**src/rtl/cpu_clk_ctrl.sv**
```systemverilog
// cpu_clk_ctrl: run/step/halt controller that emits a single-cycle CPU clock enable.
// Optional tick-count breakpoint is built only when CPU_CLK_BKPT_EN is defined.
module cpu_clk_ctrl #(
  parameter logic [31:0] DIV_FAST = 32'd8,
  parameter logic [31:0] DIV_SLOW = 32'd33554432
) (
  input  logic        clk,
  input  logic        rst_n,
  input  logic        run_en,
  input  logic        sel_slow,
  input  logic        step_req,
  input  logic        halt_req,
  input  logic        bkpt_en,
  input  logic [31:0] bkpt_val,
  output logic        cpu_ce,
  output logic [31:0] tick_cnt,
  output logic        halt_ack,
  output logic        bkpt_hit,
  output logic [1:0]  state
);
  localparam logic [1:0] S_HALT = 2'b00;
  localparam logic [1:0] S_RUN  = 2'b01;
  localparam logic [1:0] S_STEP = 2'b10;
  logic [1:0]  r_state, w_state_nx;
  logic [31:0] r_pre, w_pre_nx;
  logic [31:0] r_per, w_per_nx;
  logic [31:0] r_tick;
  logic        r_step_q, r_ce, r_ack, r_bkpt;
  logic        w_ce_nx, w_bkpt_nx;
  logic        w_edge, w_start, w_stop, w_term, w_bkpt_trip;
  logic [31:0] w_per_sel;
  assign w_edge    = step_req & ~r_step_q;
  assign w_start   = run_en & ~halt_req;
  assign w_stop    = ~run_en | halt_req;
  assign w_term    = r_pre == r_per - 32'd1;
  assign w_per_sel = sel_slow ? DIV_SLOW : DIV_FAST;
`ifdef CPU_CLK_BKPT_EN
  assign w_bkpt_trip = bkpt_en & (r_tick + 32'd1 == bkpt_val);
`else
  logic w_unused_bkpt;
  assign w_unused_bkpt = ^{bkpt_en, bkpt_val};
  assign w_bkpt_trip   = 1'b0;
`endif
  // Next-state decode: stop requests beat a coinciding terminal count, run beats a step edge
  always_comb begin
    w_state_nx = r_state;
    w_pre_nx   = r_pre;
    w_per_nx   = r_per;
    w_ce_nx    = 1'b0;
    w_bkpt_nx  = r_bkpt;
    if (r_state == S_HALT) begin
      if (w_start) begin
        w_state_nx = S_RUN;
        w_pre_nx   = 32'd0;
        w_per_nx   = w_per_sel;
        w_bkpt_nx  = 1'b0;
      end else if (w_edge) begin
        w_state_nx = S_STEP;
      end
    end else if (r_state == S_RUN) begin
      if (w_stop) begin
        w_state_nx = S_HALT;
        w_pre_nx   = 32'd0;
      end else if (w_term) begin
        w_pre_nx = 32'd0;
        w_ce_nx  = 1'b1;
        w_per_nx = w_per_sel;
        if (w_bkpt_trip) begin
          w_state_nx = S_HALT;
          w_bkpt_nx  = 1'b1;
        end
      end else begin
        w_pre_nx = r_pre + 32'd1;
      end
    end else if (r_state == S_STEP) begin
      w_state_nx = S_HALT;
      w_ce_nx    = 1'b1;
    end else begin
      w_state_nx = S_HALT;
    end
  end
  // State, prescaler, pulse and counter registers with asynchronous clear
  always_ff @(posedge clk or negedge rst_n) begin
    if (!rst_n) begin
      r_state  <= S_HALT;
      r_pre    <= 32'd0;
      r_per    <= DIV_FAST;
      r_tick   <= 32'd0;
      r_step_q <= 1'b0;
      r_ce     <= 1'b0;
      r_ack    <= 1'b1;
      r_bkpt   <= 1'b0;
    end else begin
      r_state  <= w_state_nx;
      r_pre    <= w_pre_nx;
      r_per    <= w_per_nx;
      r_tick   <= r_tick + {31'd0, w_ce_nx};
      r_step_q <= step_req;
      r_ce     <= w_ce_nx;
      r_ack    <= w_state_nx == S_HALT;
      r_bkpt   <= w_bkpt_nx;
    end
  end
  assign cpu_ce   = r_ce;
  assign tick_cnt = r_tick;
  assign halt_ack = r_ack;
  assign bkpt_hit = r_bkpt;
  assign state    = r_state;
endmodule

```
**config.mk**
```make
export PLATFORM = sky130hd
export DESIGN_NAME = cpu_clk_ctrl
export DESIGN_NICKNAME = d
export VERILOG_FILES = /design/src/rtl/cpu_clk_ctrl.sv
export SDC_FILE = /design/constraint.sdc
export NUM_CORES = 1
export LEC_CHECK = 0
export BUFFER_PORTS_ARGS = -buffer_cell sky130_fd_sc_hd__buf_4
export CAP_MARGIN = 25
export CORE_MARGIN = 2
export CORE_UTILIZATION = 55
export CTS_BUF_LIST = sky130_fd_sc_hd__clkbuf_4
export DETAILED_ROUTE_END_ITERATION = 8
export GPL_ROUTABILITY_DRIVEN = 0
export PLACE_DENSITY = 0.8
export RECOVER_POWER = 25
export SETUP_SLACK_MARGIN = 0.15
export SYNTH_ARGS = -nofsm -noshare
export SYNTH_HDL_FRONTEND = slang
export SYNTH_SLANG_ARGS = --single-unit
```
**constraint.sdc**
```tcl
create_clock -name clk -period 7.2 [get_ports clk]
set_input_delay 0.36 -clock clk [delete_from_list [all_inputs] [get_ports clk]]
set_output_delay 0.36 -clock clk [all_outputs]
set_load 0.005 [all_outputs]
```
==> flow_metrics.env <==
export IMPL_cts_resized_gates=0
export IMPL_final_seq_area_mm2=0.00178
export IMPL_die_w_um=85.1
export IMPL_crit_arrival_ps=4590
export IMPL_slew_headroom=-1.47
export IMPL_nets=449
export IMPL_ys_seq_elements=71
export IMPL_synth_top_flop_cell="dfrtp_1"
export IMPL_cts_root_buf="clkbuf_4"
export IMPL_hold_viol_final=0
export IMPL_fin_area_mm2=0.00411
export IMPL_hp_start="step_req"
export IMPL_postPlaceCellArea_mm2=0.00396
export IMPL_die_h_um=85.1
export IMPL_worstReg2RegStart="r_per[3]"
export IMPL_dp_hpwl_um=5000
export IMPL_clockBufferDepth=2
export IMPL_ys_async_sr_fraction=1.00
export IMPL_fin_setup_tns_ps=0
export IMPL_pwr_density_cell_mw_per_mm2=193
export IMPL_fp_row_count=29
export IMPL_p_total_uw=793
export IMPL_first_pass_iters=4
export IMPL_hold_ws_ps=73.3
export IMPL_multi_input_area_mm2=0.00174
export IMPL_holdBufCountCts=0
export IMPL_synth_edff_count=0
export IMPL_start_kind="register"
export IMPL_dieArea_mm2=0.00724
export IMPL_layout_drive_gt1_share=0.154
export IMPL_yosysWarnings=0
export IMPL_syn_mean_instance_area_um2=9.83
export IMPL_gr_total_overflow=0
export IMPL_crit_required_ps=7520
export IMPL_skew_ps=12.3
export IMPL_path_clk_slew_ps=120
export IMPL_clock_fmax_mhz=234
export IMPL_routedWlPerCell_um=15.5
export IMPL_slew_violations=72
export IMPL_status="complete, but fails checks"
export IMPL_viasPerCell=5.99
export IMPL_cts_sinks=71
export IMPL_synth_common_cells="69 x dfrtp_1, 49 x nand2_1, 38 x nand3_1, 23 x xnor2_1, 19 x and3_1"
export IMPL_fin_crit_sh=0.593
export IMPL_endpoint_kind="register"
export IMPL_synth_most_common_cell="dfrtp_1"
export IMPL_dr_total_vias=2910
export IMPL_post_cts_buffers=0
export IMPL_htree_levels=3
export IMPL_synthCells=368
export IMPL_syn_area_mm2=0.00362
export IMPL_ir_worst_vdd_uv=183
export IMPL_cts_tree="yes"
export IMPL_grt_pass1_wl_um=12800
export IMPL_synth_top_area_frac=0.477
export IMPL_crit_path_start="r_per[3]"
export IMPL_r2r_slack_ps=2930
export IMPL_insertion_delay_ps=420
export IMPL_syn_to_final_growth_pct=13.5
export IMPL_ant_nets=0
export IMPL_antenna_found_initial=0
export IMPL_critPathMaxFanout=5
export IMPL_synth_area_leader_cell="dfrtp_1"
export IMPL_drtIter0Drc=182
export IMPL_n_antenna_cell=0
export IMPL_worstMarginPinSlew_ps=3710
export IMPL_grt_pass1_vias=2858
export IMPL_ios=76
export IMPL_remaining_drc_errors=0
export IMPL_rsz0062_at_grt="no"
export IMPL_ys_seq_area_frac=0.492
export IMPL_syn_num_nets=412
export IMPL_yosys_top_cells_area="dfrtp_1 48%, xnor2_1 5.6%, nand3_1 5.3%"
export IMPL_grt_max_degree=72
export IMPL_final_core_util=0.647
export IMPL_start_util=0.570
export IMPL_core_mm2=0.00635
export IMPL_n_fill_cell=511
export IMPL_period_needed_ps=4270
export IMPL_worstSetupPathType="register to register"
export IMPL_p_leak_uw=0.00191
export IMPL_numCtsBuffers=9
export IMPL_grtUsageTotal=0.221
export IMPL_setup_viol=0
export IMPL_io_buffers=41
export IMPL_violations="max-capacitance violations, max-slew violations"
export IMPL_wl_um=7520
export IMPL_synth_cell_types=51
export IMPL_drv_cap=1
export IMPL_hp_class="input port to register"
-- layout by cell type, fill, tap and decap left out, drive strengths merged, types with 2 or more instances in the layout --
cell type  synthesis  layout
buf                5      40
nor3b              2       2
a21oi             12      12
and4              10      10
nor3               6       6
mux2i              4       4
dfrtp             69      69
nor2              14      14
ha                 5       5
clkbuf            11      11
nand3             39      39
o21ai              8       8
o311ai            10      10
xnor2             23      23
o31ai              4       4
nand4             13      13
dfstp              2       2
inv                8       8
or3                5       5
a31oi              2       2
a21o               4       4
a21boi             2       2
nand2             49      49
o22ai              3       3
and2               6       6
xor2              11      11
and3              19      19
a22o               5       5
nor4               3       3
bufinv             0       2
clkinv             0       3
-- area by class of cell --
type,count,area share
flip-flops and latches,71,0.433
multi-input cells,273,0.423
repair buffers,42,0.0759
well taps,77,0.0235
clock inverters,6,0.0210
clock buffers,9,0.0165
inverters,8,0.00731
-- worst paths after layout --
path,to,cells after the start
worst max-delay path,tick_cnt[28],15
worst min-delay path,r_step_q,1
worst max register to register,tick_cnt[28],15
worst min register to register,tick_cnt[31],1
max in group asynchronous,r_pre[3],1
min in group asynchronous,tick_cnt[17],1
-- flip-flops by register name (all words and copies together), names as in the netlist --
register and flops:
r_per 2, r_pre 32, halt_ack 1, r_step_q 1, tick_cnt 32, state 2, cpu_ce 1
-- power by group --
group | leakage (µW) | switching, µW | internal (µW) | total [µW]
clock network | 0.0000818 | 143 | 138 | 281
registers | 0.000972 | 19.6 | 416 | 436
logic | 0.000858 | 40.5 | 36.0 | 76.5
total | 0.00191 | 203 | 591 | 793
-- metal layers --
metal  share of wire  wire (µm)  GRT usage
met5               0          0          0
met4           0.011         82     0.0924
met3           0.052        389     0.0574
met2            0.48       3600      0.363
met1            0.46       3450      0.278
-- logic make-up after synthesis --
kind of cell | Yosys count | synth area share
and+or+nand+nor | 172 | 0.251
AOI/OAI and AO/OA | 56 | 0.114
other | 1 | 0.00104
xor gates and xnor gates | 34 | 0.0823
adders and majority gates | 5 | 0.0173
buffers and inverters | 24 | 0.0284
DFF | 71 | 0.492
muxes | 5 | 0.0142
-- metrics by stage --
step | instances | setup slack, ps
2_1_floorplan | 368 | 3490
3_3_place_gp | 471 | 3030
3_5_place_dp | 471 | 2920
4_1_cts | 486 | 2880
5_1_grt | 486 | 2620
6_report | 486 | 2930
-- worst max-delay path, stage by stage, from the launching register on --
cell       delay (ps)
dfstp_2           580
inv_1             100
ha_1              250
or4_1             520
o22a_1            230
a2111oi_4         260
nand2_1           160
o2bb2ai_1         280
ha_1              210
ha_1              220
nand2_1           120
nor3_1            400
and2_0            340
and3_1            290
nand2_1            90
xnor2_1           130
Note: power is estimated with default switching activity, not from simulation.
